==> config.mk <==
export PLATFORM = sky130hd
export DESIGN_NAME = lzd_normalizer
export DESIGN_NICKNAME = d
export VERILOG_FILES = /design/src/rtl/lzd_normalizer.sv
export SDC_FILE = /design/constraint.sdc
export NUM_CORES = 1
export LEC_CHECK = 0
export ABC_AREA = 0
export BUFFER_PORTS_ARGS = -buffer_cell sky130_fd_sc_hd__buf_2
export CAP_MARGIN = 30
export CORE_MARGIN = 3
export CORE_UTILIZATION = 48
export CTS_CLUSTER_SIZE = 28
export DETAILED_ROUTE_END_ITERATION = 16
export PLACE_DENSITY_LB_ADDON = 0.05
export SLEW_MARGIN = 0
export SYNTH_ARGS = -nofsm -noshare
export SYNTH_HDL_FRONTEND = slang
export SYNTH_SLANG_ARGS = --single-unit
export TNS_END_PERCENT = 100
==> constraint.sdc <==
create_clock -name clk -period 3.2 [get_ports clk]
set_input_delay 0.32 -clock clk [delete_from_list [all_inputs] [get_ports clk]]
set_output_delay 0.32 -clock clk [all_outputs]
set_load 0.005 [all_outputs]
==> src/rtl/lzd_normalizer.sv <==
// ---------------------------------------------------------------------------
// lzd_normalizer
//   Multi-cycle leading-zero detector / normaliser. The operand is scanned
//   CHUNK bits per cycle from the MSB. An all-zero chunk costs one cycle and
//   advances by CHUNK. The first nonzero chunk finishes the scan in that
//   same cycle, using a small priority encoder on the chunk.
//
//   States:
//     IDLE - waiting for an operand (in_ready=1)
//     SCAN - walking chunks from the MSB
//     DONE - result held until the consumer takes it (out_valid=1)
//
//   Parameters:
//     WIDTH   operand width (>= 2)
//     CHUNK   bits examined per scan cycle (WIDTH % CHUNK == 0)
//
//   Ports:
//     clk        clock, rising edge
//     rst        asynchronous active-high reset
//     in_data    operand
//     in_valid   operand valid
//     in_ready   block idle, accepts an operand
//     out_count  leading-zero count, 0..WIDTH
//     out_zero   operand was zero
//     out_norm   operand shifted left by out_count
//     out_valid  result valid
//     out_ready  consumer takes the result
//
//   Build option:
//     LZD_NORM_OUT_EN  defined: a shift register produces out_norm.
//                      undefined: out_norm is tied to 0. The operand is held
//                      unshifted and a chunk pointer selects the chunk being
//                      scanned. Count, zero flag and timing do not change.
// ---------------------------------------------------------------------------
module lzd_normalizer #(
  parameter  int WIDTH = 16,
  parameter  int CHUNK = 4,
  localparam int CW    = $clog2(WIDTH + 1)
) (
  input  logic             clk,
  input  logic             rst,
  input  logic [WIDTH-1:0] in_data,
  input  logic             in_valid,
  output logic             in_ready,
  output logic [CW-1:0]    out_count,
  output logic             out_zero,
  output logic [WIDTH-1:0] out_norm,
  output logic             out_valid,
  input  logic             out_ready
);

  typedef enum logic [1:0] {IDLE, SCAN, DONE} state_t;

  state_t          state_q;
  logic [CW-1:0]   cnt_q;
  logic            zero_q;
  logic            in_ready_q;
  logic            out_valid_q;

  logic [CHUNK-1:0] top_chunk;
  logic             chunk_nz;
  logic [CW-1:0]    chunk_k;
  logic             last_chunk;
  logic [CW-1:0]    cnt_d;

  // Leading zeros within one chunk. Only used when the chunk is nonzero,
  // so the result is 0..CHUNK-1.
  function automatic logic [CW-1:0] chunk_lzc(input logic [CHUNK-1:0] c);
    logic [CW-1:0] n;
    logic          found;
    n     = '0;
    found = 1'b0;
    for (int i = CHUNK - 1; i >= 0; i--) begin
      if (!found) begin
        if (c[i]) found = 1'b1;
        else      n     = n + CW'(1);
      end
    end
    return n;
  endfunction

`ifdef LZD_NORM_OUT_EN
  logic [WIDTH-1:0] sr_q;

  assign top_chunk  = sr_q[WIDTH-1 -: CHUNK];
  // cnt_q has advanced by CHUNK for each zero chunk seen so far.
  assign last_chunk = (cnt_q == CW'(WIDTH - CHUNK));
  assign out_norm   = sr_q;
`else
  localparam int NCH = WIDTH / CHUNK;
  localparam int IW  = (NCH > 1) ? $clog2(NCH) : 1;

  logic [WIDTH-1:0] op_q;
  logic [IW-1:0]    idx_q;

  always_comb begin
    top_chunk = '0;
    for (int j = 0; j < NCH; j++) begin
      if (idx_q == IW'(j)) top_chunk = op_q[WIDTH-1-j*CHUNK -: CHUNK];
    end
  end

  assign last_chunk = (idx_q == IW'(NCH - 1));
  assign out_norm   = '0;
`endif

  assign chunk_nz = |top_chunk;
  assign chunk_k  = chunk_lzc(top_chunk);
  assign cnt_d    = chunk_nz ? (cnt_q + chunk_k) : (cnt_q + CW'(CHUNK));

  always_ff @(posedge clk or posedge rst) begin
    if (rst) begin
      state_q     <= IDLE;
      cnt_q       <= '0;
      zero_q      <= 1'b0;
      in_ready_q  <= 1'b1;
      out_valid_q <= 1'b0;
`ifdef LZD_NORM_OUT_EN
      sr_q        <= '0;
`else
      op_q        <= '0;
      idx_q       <= '0;
`endif
    end else begin
      case (state_q)
        IDLE: begin
          if (in_valid) begin
            cnt_q      <= '0;
            zero_q     <= 1'b0;
            in_ready_q <= 1'b0;
            state_q    <= SCAN;
`ifdef LZD_NORM_OUT_EN
            sr_q       <= in_data;
`else
            op_q       <= in_data;
            idx_q      <= '0;
`endif
          end
        end

        SCAN: begin
          cnt_q <= cnt_d;
          if (chunk_nz) begin
            state_q     <= DONE;
            out_valid_q <= 1'b1;
`ifdef LZD_NORM_OUT_EN
            sr_q        <= sr_q << chunk_k;
`endif
          end else begin
`ifdef LZD_NORM_OUT_EN
            sr_q  <= sr_q << CHUNK;
`else
            idx_q <= idx_q + IW'(1);
`endif
            // The final zero chunk takes the count to WIDTH and leaves
            // the shift register at 0.
            if (last_chunk) begin
              zero_q      <= 1'b1;
              state_q     <= DONE;
              out_valid_q <= 1'b1;
            end
          end
        end

        DONE: begin
          if (out_ready) begin
            state_q     <= IDLE;
            out_valid_q <= 1'b0;
            in_ready_q  <= 1'b1;
          end
        end

        default: begin
          state_q     <= IDLE;
          out_valid_q <= 1'b0;
          in_ready_q  <= 1'b1;
        end
      endcase
    end
  end

  assign in_ready  = in_ready_q;
  assign out_valid = out_valid_q;
  assign out_count = cnt_q;
  assign out_zero  = zero_q;

endmodule

Word-level counts from Yosys, hierarchy flattened
Index checks and enable logic that the tools add are counted.
Operators by class
  add/sub/neg operators: 6
  eq/ne operators: 10
  muxes and demuxes: 36
  bitwise logic cells: 2
  reductions and logical operators: 11
Operators with widths (number)
  $mux 5: 8
  $mux 4: 4
  $add 5x1->5 const B: 3
  $mux 1: 12
  $mux 2: 6
  $reduce_and 3->1: 4
  $pmux 5 s2: 1
  $ne 2x2->1 const B: 4
  $eq 2x2->1 const B: 3
  $pmux 1 s3: 2
  $pmux 2 s3: 1
  $add 5x3->5 const B: 1
  $add 5x5->5: 1
  $eq 2x1->1 const B: 2
  $logic_not 2->1: 2
  $pmux 2 s2: 1
  $reduce_and 2->1: 2
  $reduce_and 4->1: 1
  $reduce_or 4->1: 1
  $ne 3x3->1 const B: 1
  $add 2x1->2 const B: 1
  $not 1->1: 2
  $pmux 1 s2: 1
  $reduce_bool 2->1: 1
Storage, ports and cells
  flip-flop bits (word level): 28
  output and inout bits: 24
  word-level logic and storage cells: 72

Depth between registers and ports, before layout
Gate-level depths: netlist of the first run.
  depth after elaboration: 18
  depth in mapped cells: 17

Worst setup path after synthesis of the first run
No wires, ideal clock.
  path type: flip-flop to flip-flop
  start point: register idx_q[1]
  end point: register cnt_q[4], in the netlist out_count[4]
  setup time: 0.082 ns
  data arrival time: 2.989 ns
  data required time: 3.118 ns
  slack: 0.129 ns
  stages on the path, launching flop included: 17
  path buffers: 1
  period minus slack after synthesis: 3.071 ns
  path through: dfrtp_1 inv_1 ha_1 buf_2 nand3b_1 a221oi_2 a31o_4 inv_6 a21oi_1 ha_1 nor2_1 nor2_1 fa_1 a21o_1 a21oi_1 o211ai_1 a31oi_1
On the way
  cells in the longest elaborated chain, start to end: 18
Ends and longest elaborated chain
  start: declaration: line 94  | logic [IW-1:0] idx_q;
  start signal: assignment: line 153  | idx_q <= idx_q + IW'(1);
  $logic_not 2->1: line 99  | if (idx_q == IW'(j)) top_chunk = op_q[WIDTH-1-j*CHUNK -: CHUNK];
  $mux 4 (3 in series): line 99
  $mux 4 (*): line 99
  $mux 1: line 75  | if (c[i]) found = 1'b1;
  $add 5x1->5: line 76  | else n = n + CW'(1);
  $mux 5: line 75
  $mux 5: line 74  | if (!found) begin
  $add 5x1->5: line 76
  $mux 5: line 75
  $mux 5: line 74
  $add 5x1->5: line 76
  $mux 5: line 75
  $mux 5: line 74
  $add 5x5->5: line 109  | assign cnt_d = chunk_nz ? (cnt_q + chunk_k) : (cnt_q + CW'(CHUNK));
  $mux 5 (*): line 109
  $pmux 5 s2 (*): line 125  | case (state_q)
  end signal: assignment: line 142  | cnt_q <= cnt_d;
  end: declaration: line 55  | logic [CW-1:0] cnt_q;
Mark *: on every way between the ends. The rest lies on a longest branch, timed or not.
A chain may end at the register's enable or synchronous reset.

Worst setup path in the final report of the first run
  start point: register idx_q[1]
  end point: register cnt_q[3], in the netlist out_count[3]
The elaborated chain is that of the path after synthesis.

==> metrics.csv, run 1 <==
metric;value;unit
outcome;finished, final reports clean;
CTS H-tree depth;1;
vias in the first global route;1397;
met1 wire length;1637;microns
mapped cell area;0.001752;sq mm
Site Rows;21;
Die H;66.41;microns
Slew Viols, Final;0;
Final setup viols;0;
Hold Path End;op_q[4]$_DFFE_PP0P_;
synthesized flop and latch total;28;
WL met3;176;microns
CP required;3.45;ns
CP peak stage delay;0.49;ns
final number of hold-violating endpoints;0;
Synth cell types;52;
largest net degree at the start of global routing;21;
num ports;44;
Finished Layout Cells;275;
CP Cell Sequence;inv_4 -> ha_4 -> nand3b_1 -> a221oi_2 -> a31o_4 -> inv_6 -> a21oi_2 -> ha_1 -> nor2_2 -> nor2_2 -> ha_1 -> a21o_1 -> a21oi_2 -> xnor2_1 -> a21oi_1 -> o31ai_1;
Top delay family on crit path;compound AO/OA/AOI/OAI gates;
Detail Route Antenna Nets;0;
synth-to-layout area growth;18.86;%
CTS tree;built;
critical path class;reg2reg;
Reg clk slew, reported paths;0.16;ns
WL/cell;13.68;microns
initial antenna violation count;0;
Layout Utilization;60.95;%
final worst path period share;96.18;%
Leak;1.054;nW
share of cells above drive strength 1;30.57;%
first-pass GRT wire length;6244;microns
worst-margin pin slew;0.7877;ns
Vias;1397;
core area;0.003416;sq mm
R2R depth;16;
met2 wire length;1904;microns
iteration count of the initial detailed-routing pass;4;
critical path's slowest cell;dfrtp_2;
Port Buffers;27;
Fin Setup TNS;0;ns
reg2reg end;out_count[3]$_DFFE_PP0P_;
DR DRC count;0;
Post-Layout Inst Area;0.002082;sq mm
Hold/Removal Path Class;in2reg;
minimum clock period;3.078;ns
CP bufs+invs;2;
final wirelength;3761;microns
die area;0.004410;sq mm
CTS Buf Count;3;
detailed placement HPWL;2831;microns
Post-Syn Instances;193;
Synth Area per Inst;9.076;sq um
via density per instance;5.080;
Highest Signal Layer;met4;
Iteration-0 DRC Markers;67;
Setup crit start kind;flip-flop;
Placed Cells;265;
CTS max path bufs;2;
total global routing track utilization;18.53;%
GRT overflow;0;
later-pin clock latency in the skew report;0.34;ns
Starting Density;51.28;%
DP Area;0.001913;sq mm
die width;66.41;microns
Worst EP arrival;3.33;ns
sequential-to-total area share from yosys stat;40.07;%
n_diodes;0;
total of max-cap violations;0;
Power Dens Cells;1093;mW/mm^2
Worst R2R Setup Slack;0.12;ns
RSZ-0062 raised after global routing;true;
YS warnings;0;
RR Startpoint;idx_q[1]$_DFFE_PP0P_;
number of fill cells in the layout;322;
peak supply drop;0.4632;mV
worst relative slew slack;47.33;%
fmax;324.9;MHz
routability cong.;0.8168;
clk_skew;0.01677;ns
NumNets Final;261;
clk sink count;28;
Root Driver;clkbuf_4;
crit end category;flip-flop;
min-delay src;in_data[4];
Hold Path Depth;3;
Worst Path Max Fanout;9;
[sequential cells by signal, summed over array words and instances, names as in the netlist]
name	cells
idx_q	2
in_ready	1
op_q	16
out_count	5
out_valid	1
out_zero	1
state_q	2
[cells in the final DEF (no fill, tap or decap), types with 3 or more instances in the layout]
master    synthesis  final
nor2_2            0      3
buf_2             2     27
a21oi_2           0      3
a21o_1            3      3
dfrtp_1          27     25
inv_1             7      5
nor2_1            7      4
conb_1            1     17
ha_4              0      4
o21ai_0           4      4
nand2_1          59     59
buf_4            16      7
clkbuf_4          0      3
ha_1             10      6
[cell families after synthesis]
| logic type | after synthesis | synth area share (%) |
|---|---|---|
| XOR/XNOR | 2 | 1.000 |
| buffers and inverters | 30 | 10.29 |
| other | 1 | 0.2141 |
| adder cells (fa/ha/maj) | 11 | 8.286 |
| AO/OA/AOI/OAI | 36 | 17.50 |
| AND/OR/NAND/NOR | 83 | 21.50 |
| flip-flops | 28 | 40.07 |
| multiplexers | 2 | 1.143 |
[report_power, final]
part           internal, mW  switching [mW]
registers             0.516           0.138
logic                 0.635           0.808
clock network        0.0697           0.109
total                  1.22            1.06
[per-layer routing]
layer | up-vias | track usage (%)
met5 | - | 0
met4 | 0 | 7.868
met3 | 4 | 2.891
met2 | 47 | 30.98
met1 | 657 | 23.55
li1 | 689 | -
[through the flow]
step                      setup slack (ns)  power, mW  hold WS (ns)
after floorplan                     0.1293      1.628        0.3847
after global placement             0.07228      1.909        0.4654
after CTS                          0.01221      2.152        0.1533
final                               0.1222      2.276        0.1564
after global routing              -0.04684      2.499        0.1418
after detailed placement        -0.0003426      1.962        0.3665
[layout make-up]
cell class | count | area (sq um) | area share [%]
Clock buffer | 4 | 36.28 | 1.743
Sequential cell | 28 | 704.4 | 33.83
Timing Repair Buffer | 37 | 236.5 | 11.36
Tap cell | 46 | 57.56 | 2.764
Inverter | 9 | 43.79 | 2.103
Multi-Input combinational cell | 151 | 1003 | 48.20
[worst reg2reg max path: stages, from the launching register on]
cell and delay [ns]:
dfrtp_2 0.49, inv_4 0.07, ha_4 0.18, nand3b_1 0.18, a221oi_2 0.32, a31o_4 0.17, inv_6 0.05, a21oi_2 0.11
ha_1 0.24, nor2_2 0.09, nor2_2 0.05, ha_1 0.27, a21o_1 0.16, a21oi_2 0.13, xnor2_1 0.14, a21oi_1 0.06
o31ai_1 0.26
[timing repair]
action,4_1_cts,5_1_grt
hold buffers,1,0
setup endpoints to repair,2,3
pin swaps,0,8
buffers inserted,0,4
hold endpoints to repair,8,0
resized for setup,3,18
[how the worst max path moves through the flow]
stage / start / to / slack (ns) / depth (start not counted)
after floorplan: idx_q[1]$_DFFE_PP0P_ / out_count[4]$_DFFE_PP0P_ / 0.13 / 16
after global placement: idx_q[1]$_DFFE_PP0P_ / out_count[4]$_DFFE_PP0P_ / 0.07 / 15
after detailed placement: idx_q[0]$_DFFE_PP0P_ / out_count[3]$_DFFE_PP0P_ / -0.0003 / 16
after CTS: idx_q[0]$_DFFE_PP0P_ / out_count[3]$_DFFE_PP0P_ / 0.01 / 16
after global routing: idx_q[1]$_DFFE_PP0P_ / out_count[3]$_DFFE_PP0P_ / -0.05 / 16
final: idx_q[1]$_DFFE_PP0P_ / out_count[3]$_DFFE_PP0P_ / 0.12 / 16
[cell usage after synthesis (all sizes together)]
cell type / instances / area [sq um]
o21a: 2 / 15.01
o31ai: 1 / 7.510
ha: 10 / 125.1
nand2b: 2 / 20.02
inv: 9 / 38.79
nor3b: 2 / 20.02
a2bb2oi: 1 / 8.760
dfrtp: 27 / 675.7
a221o: 1 / 10.01
xnor2: 2 / 17.52
nand3b: 2 / 15.01
o22a: 2 / 18.77
a21oi: 5 / 25.02
buf: 19 / 133.9
a221oi: 1 / 15.01
o211a: 2 / 20.02
nor2b: 1 / 6.260
o211ai: 2 / 15.01
a31o: 1 / 17.52
nand2: 59 / 221.5
o21ai: 6 / 33.78
a211oi: 2 / 25.02
a31oi: 1 / 6.260
a21o: 3 / 22.52
nor3: 3 / 25.02
nor4: 1 / 6.260
or2b: 1 / 7.510
mux2i: 2 / 20.02
fa: 1 / 20.02
o2111a: 1 / 11.26
dfstp: 1 / 26.28
nand3: 2 / 10.01
and3: 1 / 6.260
or3: 1 / 6.260
a32o: 1 / 10.01
o22ai: 4 / 45.04
nor2: 7 / 26.28
or2: 1 / 6.260
clkbuf: 2 / 7.510
conb: 1 / 3.750
Power figures use the tool's default switching activity.
==> run 2, diff against run 1 <==
--- a/config.mk
+++ b/config.mk
@@ -8,6 +8,7 @@
 export ABC_AREA = 0
 export BUFFER_PORTS_ARGS = -buffer_cell sky130_fd_sc_hd__buf_2
 export CAP_MARGIN = 30
+export CORE_ASPECT_RATIO = 1.4
 export CORE_MARGIN = 3
 export CORE_UTILIZATION = 48
 export CTS_CLUSTER_SIZE = 28
==> metrics.csv, run 2 (synthesis results as in run 1) <==
metric;value;unit;change
largest net degree at the start of global routing;21;;unchanged
critical path class;reg2reg;;
worst relative slew slack;45.38;%;-1.9 points
WL/cell;14.56;microns;+6.5%
met2 wire length;2126;microns;+12%
NumNets Final;257;;-1.5%
Hold/Removal Path Class;in2async;;
final number of hold-violating endpoints;0;;unchanged
first-pass GRT wire length;6354;microns;+1.8%
detailed placement HPWL;2945;microns;+4.0%
Finished Layout Cells;265;;-3.6%
n_diodes;0;;unchanged
CP required;3.38;ns;-0.07 ns
total of max-cap violations;0;;unchanged
CTS tree;built;;
final wirelength;3858;microns;+2.6%
Placed Cells;259;;-2.3%
routability cong.;0.9167;;+12%
share of cells above drive strength 1;28.89;%;-1.7 points
Power Dens Cells;1118;mW/mm^2;+2.3%
via density per instance;5.317;;+4.7%
worst-margin pin slew;0.8168;ns;+0.02909 ns
Starting Density;50.91;%;-0.37 points
DR DRC count;0;;unchanged
met1 wire length;1461;microns;-11%
commonest non-fill, non-tap cells in the layout;nand2_1, buf_2, dfrtp_1;;
fmax;323.8;MHz;-0.35%
PnR Total Power;2.292;mW;+0.70%
later-pin clock latency in the skew report;0.27;ns;-0.07 ns
die area;0.004420;sq mm;+0.23%
synth-to-layout area growth;17.00;%;
CTS Hold Bufs;0;;-1
clk_skew;0.001641;ns;-0.01513 ns
Iteration-0 DRC Markers;44;;-34%
Port Buffers;27;;unchanged
Die H;77.48;microns;+17%
die width;57.06;microns;-14%
CTS max path bufs;2;;unchanged
Setup crit start kind;flip-flop;;
total global routing track utilization;18.52;%;about the same
minimum clock period;3.089;ns;+0.01096 ns
Worst Path Max Fanout;9;;unchanged
Slew Viols, Final;0;;unchanged
post-route setup slack;0.1113;ns;-0.01096 ns
Largest Register;op_q;;
WL met3;98;microns;-44%
final worst path period share;96.52;%;+0.34 points
Site Rows;25;;+19%
Root Driver;clkbuf_8;;
CTS H-tree depth;1;;unchanged
commonest non-fill, non-tap cell in the layout;nand2_1;;
Worst EP arrival;3.27;ns;-0.06 ns
crit end category;flip-flop;;
Detail Route Antenna Nets;0;;unchanged
RSZ-0062 raised after global routing;true;;
CTS Buf Count;3;;unchanged
clk sink count;28;;unchanged
Highest Signal Layer;met4;;
num ports;44;;unchanged
initial antenna violation count;0;;unchanged
iteration count of the initial detailed-routing pass;5;;+1
number of flip-flops in the largest register;16;;unchanged
Reg clk slew, reported paths;0.09;ns;-0.07 ns
core area;0.003441;sq mm;+0.73%
Layout Utilization;59.56;%;-1.4 points
vias in the first global route;1443;;+3.3%
peak supply drop;0.6423;mV;+39%
Final setup viols;0;;unchanged
Vias;1409;;+0.86%
Fin Setup TNS;0;ns;unchanged
GRT overflow;0;;unchanged
Leak;1.039;nW;-1.4%
Setup WS pre-CTS;-0.03970;ns;-0.03936 ns
outcome;finished, final reports clean;;
## run 2: cell types whose count changed in the layout (fill, tap and decap cells not counted), moves of 2 or more
cell	change
clkbuf_8	+3
nor2_1	+2
inv_2	+2
buf_4	-3
nor2_2	-2
inv_4	-2
clkbuf_4	-3
## run 2: critical path: stages (launching register included)
cell,delay (ns)
dfrtp_2,0.45
inv_2,0.10
ha_4,0.19
nand3b_1,0.17
a221oi_2,0.30
a31o_4,0.17
inv_6,0.05
a21oi_1,0.13
ha_1,0.25
nor2_1,0.13
nor2_2,0.07
ha_1,0.27
a21o_1,0.18
a21oi_2,0.16
xnor2_1,0.13
a21oi_1,0.06
o31ai_1,0.20
## run 2: final cells by class
cell class | count | area, sq um
Fill cell | 330 | 1391
Multi-Input combinational cell | 151 | 997.2
Sequential cell | 28 | 704.4
Timing Repair Buffer | 33 | 203.9
Clock buffer | 4 | 55.05
Tap cell | 40 | 50.05
Inverter | 9 | 38.79
## run 2: path summary, 6_finish.rpt
path                                            from                        to  slack (ns)  depth (start not counted)
min in group clk                          in_data[8]       op_q[8]$_DFFE_PP0P_        0.23                          3
worst max-delay path            idx_q[1]$_DFFE_PP0P_  out_count[3]$_DFFE_PP0P_        0.11                         16
worst min-delay path                             rst       op_q[1]$_DFFE_PP0P_        0.09                          2
worst min register to register  op_q[12]$_DFFE_PP0P_      op_q[12]$_DFFE_PP0P_        0.48                          2
max in group asynchronous                        rst      idx_q[1]$_DFFE_PP0P_        2.62                          3
worst max register to register  idx_q[1]$_DFFE_PP0P_  out_count[3]$_DFFE_PP0P_        0.11                         16
## run 2: report_power, final
part | internal, mW | total [mW] | switching, mW
Combinational | 0.623 | 1.42 | 0.797
Sequential | 0.517 | 0.653 | 0.136
Clock | 0.110 | 0.219 | 0.109
Total | 1.25 | 2.29 | 1.04
## run 2: stage by stage
step | hold WS (ns) | area, sq um
floorplan | 0.3847 | 1812
global placement | 0.4620 | 1878
detailed placement | 0.4048 | 1906
CTS | 0.1005 | 1986
global route | 0.1241 | 2049
finish | 0.08855 | 2049
## run 2: routing by layer
metal	track usage [%]	up-vias
met3	1.997	15
met2	34.67	31
met4	11.37	0
met5	0	-
li1	-	683
met1	18.87	680
## run 2: what timing repair did
item / CTS / global route
setup buffers: 0 / 1
pin swaps: 1 / 3
gates resized for setup: 7 / 11
setup endpoints to repair: 3 / 3
==> run 3, diff against run 2 <==
--- a/config.mk
+++ b/config.mk
@@ -9,7 +9,7 @@
 export BUFFER_PORTS_ARGS = -buffer_cell sky130_fd_sc_hd__buf_2
 export CAP_MARGIN = 30
 export CORE_ASPECT_RATIO = 1.4
-export CORE_MARGIN = 3
+export CORE_MARGIN = 2
 export CORE_UTILIZATION = 48
 export CTS_CLUSTER_SIZE = 28
 export DETAILED_ROUTE_END_ITERATION = 16
==> metrics.csv, run 3 (synthesis results as in run 1) <==
metric;value;unit;change
CTS Buf Count;3;;unchanged
Vias;1370;;-2.8%
CTS H-tree depth;1;;unchanged
Final setup viols;0;;unchanged
core area;0.003578;sq mm;+4.0%
share of cells above drive strength 1;30.87;%;+2.0 points
commonest non-fill, non-tap cells in the layout;nand2_1, buf_2, dfrtp_1;;
Site Rows;26;;+4.0%
final worst path period share;96.96;%;+0.44 points
fmax;322.3;MHz;-0.45%
Hold/Removal Path Class;in2async;;
Worst EP arrival;3.31;ns;+0.04 ns
NumNets Final;262;;+1.9%
Reg clk slew, reported paths;0.10;ns;about the same
die area;0.004155;sq mm;-6.0%
DP Area;0.001916;sq mm;+0.53%
Worst Path Max Fanout;7;;-2
final wirelength;3668;microns;-4.9%
Port Buffers;27;;unchanged
peak supply drop;0.7105;mV;+11%
critical path's slowest cell;dfrtp_1;;
Logic pwr share;63.3;%;+1.4 points
number of flip-flops in the largest register;16;;unchanged
via density per instance;5.037;;-5.3%
Sequential Power Share;27.2;%;-1.3 points
largest net degree at the start of global routing;21;;unchanged
critical path class;reg2reg;;
Post-Layout Inst Area;0.002102;sq mm;+2.6%
minimum clock period;3.103;ns;+0.01398 ns
total of max-cap violations;0;;unchanged
WL/cell;13.49;microns;-7.4%
CP bufs+invs;2;;unchanged
P_int;1.311;mW;+4.9%
Power Dens Cells;1132;mW/mm^2;+1.2%
detailed placement HPWL;2825;microns;-4.1%
iteration count of the initial detailed-routing pass;4;;-1
worst relative slew slack;49.42;%;+4.0 points
total global routing track utilization;19.21;%;+0.69 points
CTS max path bufs;2;;unchanged
DR DRC count;0;;unchanged
initial antenna violation count;0;;unchanged
first-pass GRT wire length;5671;microns;-11%
clk sink count;28;;unchanged
CP required;3.41;ns;+0.03 ns
routability cong.;0.8114;;-11%
Iteration-0 DRC Markers;20;;-55%
CP peak stage delay;0.43;ns;-0.02 ns
post-route setup slack;0.09730;ns;-0.01398 ns
Die H;75.48;microns;-2.6%
GRT overflow;0;;unchanged
commonest non-fill, non-tap cell in the layout;nand2_1;;
Root Driver;clkbuf_8;;
Largest Register;op_q;;
CTS tree;built;;
multi-input logic area;0.001008;sq mm;+1.1%
num ports;44;;unchanged
worst-margin pin slew;0.7565;ns;-0.06029 ns
clk_skew;0.003938;ns;+0.002296 ns
Reg area;703.2;sq um;-0.18%
vias in the first global route;1255;;-13%
synth-to-layout area growth;20.00;%;
Leak;1.068;nW;+2.8%
Setup crit start kind;flip-flop;;
later-pin clock latency in the skew report;0.28;ns;about the same
Starting Density;48.95;%;-2.0 points
Top delay family on crit path;compound AO/OA/AOI/OAI gates;;
final number of hold-violating endpoints;0;;unchanged
Setup WS pre-CTS;-0.1025;ns;-0.06275 ns
crit end category;flip-flop;;
Slew Viols, Final;0;;unchanged
Detail Route Antenna Nets;0;;unchanged
RSZ-0062 raised after global routing;true;;
CP Cell Sequence;buf_4 -> ha_4 -> nand2b_4 -> or2_1 -> a31o_4 -> inv_6 -> a21oi_1 -> ha_1 -> nor2_2 -> nor2_4 -> fa_2 -> a21o_1 -> a21oi_2 -> o211ai_1 -> a31oi_1;;
Clock power frac;9.5;%;about the same
switch share;44.87;%;-0.58 points
outcome;finished, final reports clean;;
PnR Total Power;2.379;mW;+3.8%
die width;55.06;microns;-3.5%
number of fill cells in the layout;331;;+0.30%
n_diodes;0;;unchanged
Layout Utilization;58.74;%;-0.82 points
switching pwr;1.067;mW;+2.5%
CTS Hold Bufs;0;;unchanged
-- run 3: cell count changes in the layout (fill, tap and decap cells not counted), sizes merged --
cell	previous run	this run
buf	33	38
-- run 3: final cells by class --
type / instances / area share (%)
well taps: 42 / 2.500
clock buffers: 4 / 2.619
inverters: 9 / 1.964
multi-input cells: 151 / 47.98
repair buffers: 38 / 11.49
flip-flops and latches: 28 / 33.45
-- run 3: per-stage QoR --
step | instances | hold WS, ns | TNS, ns
after global routing | 272 | 0.05250 | -0.009416
after floorplan | 209 | 0.3847 | 0
after CTS | 267 | 0.04455 | 0
final | 272 | 0.03287 | 0
after detailed placement | 262 | 0.3658 | -0.1025
after global placement | 261 | 0.4630 | 0
-- run 3: timing repair --
action	4_1_cts	5_1_grt
hold endpoints to repair	0	0
pin swaps	2	11
gates resized for setup	4	16
buffers inserted	1	4
endpoints found under the setup margin	2	3
-- run 3: final timing paths --
kind                            depth (start not counted)            startpoint                  endpoint  slack [ns]
worst min-delay path                                    2                   rst  out_count[4]$_DFFE_PP0P_        0.03
max in group asynchronous                               3                   rst      idx_q[0]$_DFFE_PP0P_        2.71
min in group clk                                        3           in_data[15]      op_q[15]$_DFFE_PP0P_        0.22
worst max-delay path                                   15  idx_q[1]$_DFFE_PP0P_  out_count[4]$_DFFE_PP0P_         0.1
worst max register to register                         15  idx_q[1]$_DFFE_PP0P_  out_count[4]$_DFFE_PP0P_         0.1
worst min register to register                          2   op_q[4]$_DFFE_PP0P_       op_q[4]$_DFFE_PP0P_        0.48
-- run 3: worst reg2reg max path, stage by stage, from the launching register on --
cell      delay (ns)
dfrtp_1         0.43
buf_4           0.16
ha_4            0.18
nand2b_4        0.15
or2_1           0.22
a31o_4          0.24
inv_6           0.06
a21oi_1         0.06
ha_1            0.30
nor2_2          0.13
nor2_4          0.06
fa_2            0.35
a21o_1          0.20
a21oi_2         0.17
o211ai_1        0.11
a31oi_1         0.21
-- run 3: routing by layer --
layer / GRT usage, % / vias to the layer above / share of wire, %
li1: - / 691 / -
met1: 22.46 / 654 / 40
met2: 33.60 / 18 / 55
met3: 2.941 / 7 / 1.9
met4: 8.943 / 0 / 2.1
met5: 0 / - / 0
-- run 3: power by group through the flow --
stage	sequential (mW)	clock (mW)	combinational [mW]
2_1_floorplan	0.608	0	1.02
3_3_place_gp	0.641	0	1.27
3_5_place_dp	0.644	0	1.32
6_report	0.647	0.225	1.51
4_1_cts	0.638	0.231	1.34
5_1_grt	0.670	0.249	1.69
